### src/rtl/miim_master.sv
// Clause-22 MDIO management master: serialises one read or write request at a
// time into a preamble + ST/OP/PHYAD/REGAD/TA/DATA frame on MDC/MDIO.
module miim_master #(
  parameter int CLK_DIV = 20,
  parameter int PRE_LEN = 32
) (
  input  logic        clk,
  input  logic        rst,
  input  logic [4:0]  miim_phyad,
  input  logic [4:0]  miim_regad,
  input  logic [15:0] miim_wrdata,
  input  logic        miim_wren,
  input  logic        miim_rden,
  output logic        busy,
  output logic [15:0] miim_rddata,
  output logic        miim_rddata_valid,
  output logic        miim_rderr,
  output logic        mdc,
  output logic        mdio_o,
  output logic        mdio_oe,
  input  logic        mdio_i
);

  localparam int NBITS = PRE_LEN + 32;
  localparam int BW    = $clog2(NBITS);
  localparam int DW    = $clog2(CLK_DIV);

  localparam logic [DW-1:0] DIV_LAST = DW'(CLK_DIV - 1);
  localparam logic [BW-1:0] B_ST     = BW'(PRE_LEN);
  localparam logic [BW-1:0] B_ADDR   = BW'(PRE_LEN + 4);
  localparam logic [BW-1:0] B_TA     = BW'(PRE_LEN + 14);
  localparam logic [BW-1:0] B_TA2    = BW'(PRE_LEN + 15);
  localparam logic [BW-1:0] B_DATA   = BW'(PRE_LEN + 16);
  localparam logic [BW-1:0] B_LAST   = BW'(NBITS - 1);

  typedef enum logic [2:0] {IDLE, PRE, STOP, ADDR, TA, DATA} state_t;

  state_t        state_q, state_d;
  logic          busy_q;
  logic          mdc_q;
  logic          mdo_q;
  logic          oe_q;
  logic [DW-1:0] div_q;
  logic [BW-1:0] bit_q, bit_d;
  logic          is_rd_q;
  logic          ack_q;
  logic [15:0]   rddata_q;
  logic          rdvalid_q;
  logic          rderr_q;
  logic [31:0]   frame_q, frame_d;
  logic [15:0]   rd_sr_q;

  logic          accept;
  logic          rd_new;
  logic          tick;
  logic          rise;
  logic          fall;
  logic          last;
  logic          start_slot;
  logic          done;
  logic          released;
  logic          slot_o;
  logic          slot_oe;
  logic [31:0]   frame_src;

  function automatic state_t state_of(input logic [BW-1:0] b);
    if (b < B_ST)   return PRE;
    if (b < B_ADDR) return STOP;
    if (b < B_TA)   return ADDR;
    if (b < B_DATA) return TA;
    return DATA;
  endfunction

  // The 32 post-preamble bits; read frames carry ones where the PHY owns the line
  function automatic logic [31:0] build_frame(input logic rd, input logic [4:0] pa,
                                              input logic [4:0] ra, input logic [15:0] wd);
    if (rd) return {2'b01, 2'b10, pa, ra, 18'h3FFFF};
    return {2'b01, 2'b01, pa, ra, 2'b10, wd};
  endfunction

  assign tick       = (div_q == DIV_LAST);
  assign rise       = busy_q && !mdc_q && tick;
  assign fall       = busy_q && mdc_q && tick;
  assign last       = (bit_q == B_LAST);
  assign accept     = (state_q == IDLE) && !busy_q && (miim_wren || miim_rden);
  assign start_slot = accept || (fall && !last);
  assign done       = fall && last;

  // Values for the slot about to start, either the first slot or the next one
  always_comb begin
    rd_new    = accept ? (miim_rden && !miim_wren) : is_rd_q;
    bit_d     = accept ? '0 : bit_q + BW'(1);
    frame_src = accept ? build_frame(rd_new, miim_phyad, miim_regad, miim_wrdata) : frame_q;
    state_d   = state_of(bit_d);
    released  = rd_new && (state_d == TA || state_d == DATA);
    slot_oe   = !released;
    slot_o    = (state_d == PRE || released) ? 1'b1 : frame_src[31];
    frame_d   = (state_d == PRE) ? frame_src : {frame_src[30:0], 1'b1};
  end

  always_ff @(posedge clk) begin
    if (start_slot) frame_q <= frame_d;
    if (rise && is_rd_q && state_q == DATA) rd_sr_q <= {rd_sr_q[14:0], mdio_i};
  end

  always_ff @(posedge clk or posedge rst) begin
    if (rst) begin
      state_q   <= IDLE;
      busy_q    <= 1'b0;
      mdc_q     <= 1'b0;
      mdo_q     <= 1'b1;
      oe_q      <= 1'b0;
      div_q     <= '0;
      bit_q     <= '0;
      is_rd_q   <= 1'b0;
      ack_q     <= 1'b0;
      rddata_q  <= '0;
      rdvalid_q <= 1'b0;
      rderr_q   <= 1'b0;
    end else begin
      rdvalid_q <= 1'b0;
      if (start_slot) begin
        state_q <= state_d;
        bit_q   <= bit_d;
        div_q   <= '0;
        mdc_q   <= 1'b0;
        mdo_q   <= slot_o;
        oe_q    <= slot_oe;
        busy_q  <= 1'b1;
        is_rd_q <= rd_new;
        if (accept) ack_q <= 1'b0;
      end else if (done) begin
        state_q <= IDLE;
        busy_q  <= 1'b0;
        div_q   <= '0;
        mdc_q   <= 1'b0;
        mdo_q   <= 1'b1;
        oe_q    <= 1'b0;
        if (is_rd_q) begin
          rddata_q  <= rd_sr_q;
          rderr_q   <= ~ack_q;
          rdvalid_q <= 1'b1;
        end
      end else if (busy_q) begin
        if (tick) begin
          // Mid-slot: MDC rises and the PHY's turnaround ack is sampled
          div_q <= '0;
          mdc_q <= 1'b1;
          if (state_q == TA && bit_q == B_TA2) ack_q <= ~mdio_i;
        end else begin
          div_q <= div_q + DW'(1);
        end
      end
    end
  end

  assign busy              = busy_q;
  assign miim_rddata       = rddata_q;
  assign miim_rddata_valid = rdvalid_q;
  assign miim_rderr        = rderr_q;
  assign mdc               = mdc_q;
  assign mdio_o            = mdo_q;
  assign mdio_oe           = oe_q;

endmodule

### config.mk
export PLATFORM = sky130hd
export DESIGN_NAME = miim_master
export DESIGN_NICKNAME = d
export VERILOG_FILES = /design/src/rtl/miim_master.sv
export SDC_FILE = /design/constraint.sdc
export NUM_CORES = 1
export LEC_CHECK = 0
export ABC_AREA = 1
export BUFFER_PORTS_ARGS = -buffer_cell sky130_fd_sc_hd__buf_2
export CAP_MARGIN = 0
export CORE_MARGIN = 10
export CORE_UTILIZATION = 52
export DETAILED_ROUTE_END_ITERATION = 6
export GPL_TIMING_DRIVEN = 0
export PLACE_DENSITY = 0.74
export SLEW_MARGIN = 20
export SYNTH_ARGS = -nofsm -noshare
export SYNTH_HDL_FRONTEND = slang
export SYNTH_SLANG_ARGS = --single-unit
### constraint.sdc
create_clock -name clk -period 2.3 [get_ports clk]
set_input_delay 0.46 -clock clk [delete_from_list [all_inputs] [get_ports clk]]
set_output_delay 0.46 -clock clk [all_outputs]
set_load 0.005 [all_outputs]
==> flow_summary.json, run 1 <==
{
  "status": "finished clean",
  "r2r-end": "frame_q[2]$_DFFE_PN_",
  "cpMostUsedCell": "nand2_1",
  "die_height_um": 108,
  "hpwl_um": 6000,
  "slew_viol_final": 0,
  "synth_edf_count": 48,
  "r2r_start": "div_q[0]$_DFFE_PP0P_",
  "grt_max_degree": 42,
  "total_power_w": 0.00271,
  "crit_buf_inv": 1,
  "crit_chain": "ha_1 > nand3_2 > nor2_2 > nand2_1 > nand2_1 > buf_4",
  "clock_latency_ns": 0.36,
  "antenna_found_initial": 0,
  "place_area_mm2": 0.00443,
  "grt.total_usage_pct": 14.9,
  "cts_buffer_depth": 2,
  "worst_pin_slew_ns": 0.730,
  "first_pass_iters": 5,
  "yosys_warnings": 0,
  "critPathMaxFanout": 41,
  "dieWidth_um": 108,
  "wirelength_um": 8410,
  "cpMaxStageDelayCell": "buf_4",
  "setup_viol": 0,
  "rsz0062_at_grt": "false",
  "r2r_slack_ns": 0.18,
  "critPathLaunch": "div_q[0]$_DFFE_PP0P_",
  "syn_area_mm2": 0.00402,
  "htreeDepth": 3,
  "p_leak_nw": 2.00,
  "cts_num_sinks": 86,
  "synth_top_area_cell": "edfxtp_1",
  "max_cap_violations": 0,
  "initial_core_util_pct": 54.5,
  "nets": 516,
  "clock-root-buffer": "clkbuf_8",
  "final_hold_viol_count": 0,
  "crit_path_end_kind": "flip-flop",
  "cp_top_family": "simple AND/OR/NAND/NOR gates",
  "timing.fmax_mhz": 471,
  "core_area_mm2": 0.00737,
  "r2r_cells": 6,
  "powerDensity_mw_per_mm2": 585,
  "antenna_cells": 0,
  "postLayoutCoreUtil_pct": 62.9,
  "grt_pass1_vias": 3135,
  "async_flop_share_pct": 44.2,
  "crit_type": "flip-flop to flip-flop",
  "gp_congestion": 0.798,
  "drcViolationCount": 0,
  "synth_seq_cells": 86,
  "routedWlPerCell_um": 14.3,
  "synthesis.nets": 452,
  "postCtsHoldBufs": 0,
  "synth_top_cell_area_share_pct": 35.9,
  "ys_seq_area_share_pct": 59.6,
  "holdWs_ns": 0.0687,
  "drtIter0Drc": 147,
  "vias": 3033,
  "cts_buffers": 9,
  "viasPerCell": 5.17,
  "io_pins": 53,
  "post-route-min-period_ns": 2.12,
  "gr-total-overflow": 0,
  "fin_crit_sh_pct": 92.4,
  "critPathLaunchType": "flip-flop",
  "grt_pass1_wl_um": 14100,
  "drive_above_1_share_pct": 25.4,
  "finalClockSkew_ns": 0.00820,
  "yosys-top-cells-area": "edfxtp_1 (36%), dfrtp_1 (23%), nand2_1 (13%)",
  "crit_required_ns": 2.31,
  "yosys_most_used_dff": "edfxtp_1",
  "cp.arrival_ns": 2.13,
  "syn_inst": 419,
  "ys_types": 33,
  "peakVddDrop_v": 0.000309,
  "syn_area_per_cell_um2": 9.58,
  "post-place-ws_ns": -0.0545,
  "hp-class": "input port to asynchronous set/reset pin",
  "antenna_left": 0,
  "die-area_mm2": 0.0116,
  "slowest_delay_ns": 0.48,
  "rows": 31,
  "stdcell_area_mm2": 0.00464,
  "port-buffer-count": 52,
  "clk_pin_slew_ns": 0.10,
  "fillerInstances": 643,
  "syn2layout_area_growth_pct": 15.5,
  "cts_tree": "done",
  "finalWorstSetupSlack_ns": 0.175,
  "slew_headroom_pct": 51.2
}
## cell families after synthesis
family,count (synthesis),share of synthesized area (%)
fa+ha+maj,2,0.623
compound gates,38,5.39
simple gates,252,29.2
flops,86,59.6
xor+xnor,1,0.218
buf+inv,40,4.99
## cell usage after synthesis, types with 2 or more instances
cell type  instances
a31oi_1           13
dfrtp_1           37
o21ai_0           15
or2_1              7
inv_1             21
a21oi_1            3
buf_6              3
nor2_2             4
clkbuf_1           2
nand3_4            3
nand3_1           46
nand4_1            4
buf_2              7
o22ai_1            4
nor2_1            23
nand2_1          136
ha_1               2
or2_2             23
nand3_2            2
buf_4              4
edfxtp_1          48
## worst max-delay path by stage
stage / end / slack (ns) / depth (start not counted)
after global placement: frame_q[25]$_DFFE_PN_ / -0.009 / 7
after detailed placement: frame_q[24]$_DFFE_PN_ / -0.05 / 6
final: frame_q[2]$_DFFE_PN_ / 0.18 / 6
after floorplan: frame_q[0]$_SDFFCE_PN1N_ / 0.35 / 7
after CTS: rd_sr_q[4]$_DFFE_PP_ / 0.10 / 3
after global routing: bit_q[5]$_DFFE_PP0N_ / 0.005 / 7
## state kept, by name, indices dropped and copies added, names as in the netlist
register           flops
state_q                3
div_q                  5
is_rd_q                1
miim_rddata_valid      1
mdio_oe                1
rd_sr_q               16
ack_q                  1
miim_rderr             1
bit_q                  6
frame_q               32
mdc                    1
busy                   1
miim_rddata           16
mdio_o                 1
## layer usage
| layer | share of wire, % | routed length, µm | global-route usage [%] |
|---|---|---|---|
| met3 | 5.1 | 425 | 4.13 |
| met1 | 45 | 3780 | 17.6 |
| met2 | 49 | 4090 | 25.4 |
| met4 | 1.4 | 116 | 5.44 |
| met5 | 0 | 0 | 0 |
## repair_timing
item / 4_1_cts / 5_1_grt
endpoints found under the setup margin: 36 / 0
setup buffers: 0 / 0
gates resized for setup: 1 / 0
## report_power, final
group          leakage [nW]   total, W  internal, W  switching [W]
clock                 0.102    0.00105     0.000430       0.000621
combinational          1.10  0.0000474    0.0000235      0.0000239
sequential            0.801    0.00161      0.00161    0.000000392
## through the flow
step / setup TNS [ns] / cells
floorplan: 0 / 419
global route: 0 / 587
CTS: 0 / 587
finish: 0 / 587
global placement: -0.257 / 570
detailed placement: -1.77 / 571
## area by class of cell
class	count	area [µm²]	share of cell area, %
tap	99	124	2.67
clock buffer	9	124	2.67
clock inverter	7	71.3	1.54
sequential	86	2390	51.6
multi-input combinational	293	1430	30.9
timing repair buffer	53	288	6.21
buffer	16	109	2.35
inverter	24	93.8	2.02
## cells in the final DEF, fill, tap and decap left out, drive strengths merged, types with 2 or more instances in the layout
master	n
nand2	138
buf	67
nand3	51
edfxtp	48
dfrtp	37
or2	30
nor2	28
inv	28
o21ai	16
a31oi	13
clkbuf	11
nand4	4
o22ai	4
a21oi	3
clkinv	3
ha	2
(Power assumes the default switching activity.)
==> run 2, diff against run 1 <==
==> constraint.sdc (replaced) <==
create_clock -name clk -period 2.3 [get_ports clk]
set_input_delay 0.115 -clock clk [delete_from_list [all_inputs] [get_ports clk]]
set_output_delay 0.115 -clock clk [all_outputs]
set_load 0.005 [all_outputs]
==> flow_summary.json, run 2 (same netlist as run 1, synthesis figures left out) <==
{
  "status": "finished clean",
  "post_cts_buffers": 0,
  "cts_num_sinks": 86,
  "htreeDepth": 3,
  "antenna_found_initial": 0,
  "wirelength_met1_um": 3760,
  "rsz0062_at_grt": "false",
  "setup_viol": 0,
  "worst_pin_slew_ns": 0.729,
  "largest_reg_flops": 32,
  "stdcell_area_mm2": 0.00466,
  "holdWs_ns": 0.0668,
  "first_pass_iters": 5,
  "gp_congestion": 0.798,
  "critPathLaunch": "div_q[0]$_DFFE_PP0P_",
  "crit_chain": "ha_1 > nand3_2 > nor2_2 > nand2_1 > nand2_1 > buf_4",
  "antenna_left": 0,
  "peakVddDrop_v": 0.000309,
  "layout_commonest_cell": "nand2_1",
  "crit_required_ns": 2.31,
  "postLayoutCoreUtil_pct": 63.2,
  "critPathMaxFanout": 41,
  "top_layer": "met4",
  "finalClockSkew_ns": 0.00902,
  "dieWidth_um": 108,
  "clk_pin_slew_ns": 0.10,
  "drcViolationCount": 0,
  "seq_area_mm2": 0.00239,
  "critPathLaunchType": "flip-flop",
  "clock-root-buffer": "clkbuf_8",
  "die_height_um": 108,
  "place_area_mm2": 0.00443,
  "p_leak_nw": 2.01,
  "finalWorstSetupSlack_ns": 0.183,
  "slew_viol_final": 0,
  "core_area_mm2": 0.00737,
  "timing.fmax_mhz": 472,
  "cp_top_family": "simple AND/OR/NAND/NOR gates",
  "io_pins": 53,
  "vias": 3049,
  "fin_crit_sh_pct": 92.0,
  "grt_pass1_vias": 3139,
  "crit_buf_inv": 1,
  "hpwl_um": 6000,
  "r2r_start": "div_q[0]$_DFFE_PP0P_",
  "cpMostUsedCell": "nand2_1",
  "multiInputGateArea_mm2": 0.00143,
  "layout_common_cells": "nand2_1 (136), buf_2 (58), edfxtp_1 (48)",
  "clock_latency_ns": 0.36,
  "gr-total-overflow": 0,
  "seqPwrFrac_pct": 59.5,
  "largest-register": "frame_q",
  "initial_core_util_pct": 54.5,
  "die-area_mm2": 0.0116,
  "rows": 31,
  "slew_headroom_pct": 51.2,
  "crit_type": "flip-flop to flip-flop",
  "fillerInstances": 643,
  "viasPerCell": 5.18,
  "nets": 518,
  "drive_above_1_share_pct": 25.3,
  "syn2layout_area_growth_pct": 16.0,
  "grt.total_usage_pct": 15.0,
  "netSwitchingFraction_pct": 23.7,
  "met3_length_um": 465,
  "drtIter0Drc": 152,
  "clkPwrFrac_pct": 38.7,
  "cp.arrival_ns": 2.13,
  "wl_met2_um": 4090,
  "min-delay-start": "miim_wrdata[0]",
  "powerDensity_mw_per_mm2": 583,
  "cts_buffers": 9,
  "post-place-ws_ns": -0.0545,
  "cts_buffer_depth": 2,
  "antenna_cells": 0,
  "grt_pass1_wl_um": 14200,
  "total_power_w": 0.00272,
  "final_hold_viol_count": 0,
  "wirelength_um": 8440,
  "combPwrFrac_pct": 1.8,
  "crit_path_end_kind": "flip-flop",
  "routedWlPerCell_um": 14.3,
  "max_cap_violations": 0,
  "port-buffer-count": 52,
  "switchingPower_w": 0.000645,
  "p_int_w": 0.00207,
  "slowest_delay_ns": 0.47,
  "cpMaxStageDelayCell": "buf_4",
  "grt_max_degree": 42,
  "cts_tree": "done",
  "hp-class": "input port to flip-flop",
  "post-route-min-period_ns": 2.12
}
==> run 2: cell count changes in the layout (fill, tap and decap cells not counted), sizes merged <==
| cell | previous run | this run |
|---|---|---|
| dlygate4sd3 | 0 | 2 |
==> run 2: power by group through the flow <==
stage / combinational (W) / clock (W) / sequential [W]
floorplan: 0.0000129 / 0 / 0.00165
detailed placement: 0.0000488 / 0 / 0.00165
global route: 0.0000572 / 0.00114 / 0.00162
finish: 0.0000501 / 0.00105 / 0.00161
global placement: 0.0000414 / 0 / 0.00165
CTS: 0.0000515 / 0.00108 / 0.00162
==> run 2: worst paths after layout <==
check,endpoint,slack (ns),depth (start not counted)
min reg2reg,miim_rddata[15]$_DFFE_PP0P_,0.46,2
min in group asynchronous,state_q[2]$_DFFE_PP0N_,0.27,3
max in group asynchronous,miim_rddata[9]$_DFFE_PP0P_,1.58,4
max,frame_q[18]$_DFFE_PN_,0.18,6
max reg2reg,frame_q[18]$_DFFE_PN_,0.18,6
min,frame_q[0]$_SDFFCE_PN1N_,0.07,3
==> run 2: layout make-up <==
cell class                      count  share of cell area [%]
Clock buffer                        9                    2.66
Buffer                             16                    2.34
Multi-Input combinational cell    293                    30.8
Sequential cell                    86                    51.4
Timing Repair Buffer               55                    6.61
Clock inverter                      7                    1.53
Tap cell                           99                    2.66
Inverter                           24                    2.02
==> run 2: worst reg2reg max path, stage by stage, from the launching register on <==
cell	delay [ns]
dfrtp_1	0.40
ha_1	0.25
nand3_2	0.18
nor2_2	0.15
nand2_1	0.12
nand2_1	0.18
buf_4	0.47
==> run 2: through the flow <==
stage          cells  TNS, ns
2_1_floorplan    419        0
3_3_place_gp     570   -0.257
3_5_place_dp     571    -1.77
4_1_cts          589        0
5_1_grt          589        0
6_report         589        0
==> run 2: timing repair <==
item / 4_1_cts / 5_1_grt
endpoints found under the setup margin: 36 / 0
hold buffers: 2 / 0
gates resized for setup: 1 / 0
endpoints found under the hold margin: 16 / 0
==> run 2: per-layer routing <==
layer	up-vias	GRT usage (%)
li1	1537	-
met1	1403	17.7
met2	95	25.6
met3	14	4.13
met4	0	5.44
met5	-	0
==> run 3, diff against run 2 <==
CORE_ASPECT_RATIO = 0.6   (was not set)
CORE_MARGIN = 2   (was 10)
==> flow_summary.json, run 3 (same netlist as run 1, synthesis figures left out) <==
{
  "total_power_w": 0.00328,
  "cts_num_sinks": 86,
  "slew_viol_final": 0,
  "critPathMaxFanout": 41,
  "grt_max_degree": 42,
  "gp_congestion": 0.900,
  "drcViolationCount": 0,
  "cts_tree": "done",
  "crit_path_end_kind": "flip-flop",
  "crit_required_ns": 2.29,
  "hp-class": "input port to flip-flop",
  "rows": 24,
  "syn2layout_area_growth_pct": 19.7,
  "drive_above_1_share_pct": 25.3,
  "status": "finished clean",
  "slew_headroom_pct": 48.5,
  "hpwl_um": 5920,
  "antenna_left": 0,
  "routedWlPerCell_um": 14.8,
  "largest-register": "frame_q",
  "layout_common_cells": "nand2_1 (136), buf_2 (58), edfxtp_1 (48)",
  "gr-total-overflow": 0,
  "timing.fmax_mhz": 474,
  "clock_latency_ns": 0.35,
  "die_height_um": 72.1,
  "max_cap_violations": 0,
  "peakVddDrop_v": 0.000416,
  "largest_reg_flops": 32,
  "cp.arrival_ns": 2.10,
  "postLayoutCoreUtil_pct": 65.3,
  "viasPerCell": 5.36,
  "cts_buffers": 9,
  "final_hold_viol_count": 0,
  "wirelength_um": 8820,
  "clock-root-buffer": "clkbuf_16",
  "die-area_mm2": 0.00846,
  "dieWidth_um": 117,
  "grt.total_usage_pct": 22.3,
  "fin_crit_sh_pct": 91.8,
  "critPathLaunchType": "flip-flop",
  "initial_core_util_pct": 54.6,
  "worst_pin_slew_ns": 0.769,
  "vias": 3181,
  "grt_pass1_vias": 2993,
  "p_leak_nw": 2.08,
  "nets": 518,
  "rsz0062_at_grt": "false",
  "core_area_mm2": 0.00736,
  "crit_type": "flip-flop to flip-flop",
  "place_area_mm2": 0.00444,
  "powerDensity_mw_per_mm2": 682,
  "port-buffer-count": 52,
  "clk_pin_slew_ns": 0.07,
  "stdcell_area_mm2": 0.00481,
  "drtIter0Drc": 305,
  "io_pins": 53,
  "antenna_cells": 0,
  "htreeDepth": 3,
  "first_pass_iters": 5,
  "holdWs_ns": 0.0909,
  "grt_pass1_wl_um": 14600,
  "layout_commonest_cell": "nand2_1",
  "antenna_found_initial": 0,
  "setup-tns-final_ns": 0,
  "post-route-min-period_ns": 2.11,
  "cts_buffer_depth": 2,
  "finalClockSkew_ns": 0.0103,
  "setup_viol": 0
}
## run 3: cell type report
| type | count | area (µm²) |
|---|---|---|
| Timing Repair Buffer | 55 | 308 |
| Clock inverter | 3 | 47.5 |
| Clock buffer | 13 | 292 |
| Sequential cell | 86 | 2390 |
| Multi-Input combinational cell | 293 | 1430 |
| Fill cell | 604 | 2550 |
| Buffer | 16 | 109 |
| Tap cell | 104 | 130 |
| Inverter | 24 | 93.8 |
## run 3: worst max-delay path: stages, from the launching register on
cell	delay, ns
dfrtp_1	0.41
ha_1	0.23
nand2_1	0.10
inv_1	0.07
nand3_1	0.15
nand2_1	0.15
nand2_1	0.14
buf_4	0.47
## run 3: through the flow
stage,cells,setup slack [ns]
after global placement,575,-0.0428
final,594,0.189
after global routing,594,0.0342
after detailed placement,576,-0.0412
after floorplan,419,0.348
after CTS,594,0.0739
## run 3: what timing repair did
| item | 4_1_cts | 5_1_grt |
|---|---|---|
| gates resized for setup | 1 | 0 |
| hold buffers | 2 | 0 |
| endpoints found under the setup margin | 35 | 0 |
| setup buffers | 0 | 0 |
| hold endpoints to repair | 18 | 0 |
## run 3: path summary, 6_finish.rpt
check | from | to | slack, ns | depth (start not counted)
setup / recovery | bit_q[0]$_DFFE_PP0N_ | frame_q[22]$_DFFE_PN_ | 0.19 | 7
hold / removal | miim_wrdata[0] | frame_q[0]$_SDFFCE_PN1N_ | 0.09 | 3
setup reg to reg | bit_q[0]$_DFFE_PP0N_ | frame_q[22]$_DFFE_PN_ | 0.19 | 7
hold reg to reg | rd_sr_q[9]$_DFFE_PP_ | rd_sr_q[10]$_DFFE_PP_ | 0.45 | 0
max in group asynchronous | rst | mdio_o$_DFFE_PP1N_ | 1.44 | 4
min in group asynchronous | rst | bit_q[2]$_DFFE_PP0N_ | 0.31 | 3
## run 3: power by group
part           internal (W)  switching, W
combinational     0.0000258     0.0000256
clock               0.00100      0.000610
sequential          0.00162   0.000000375
## run 3: routing by layer
layer | up-vias | track usage (%) | part of all wire, %
met5 | - | 0 | 0
met4 | 0 | 7.23 | 1.4
met3 | 14 | 5.90 | 5.6
met2 | 100 | 32.3 | 42
met1 | 1526 | 33.1 | 51
li1 | 1541 | - | -
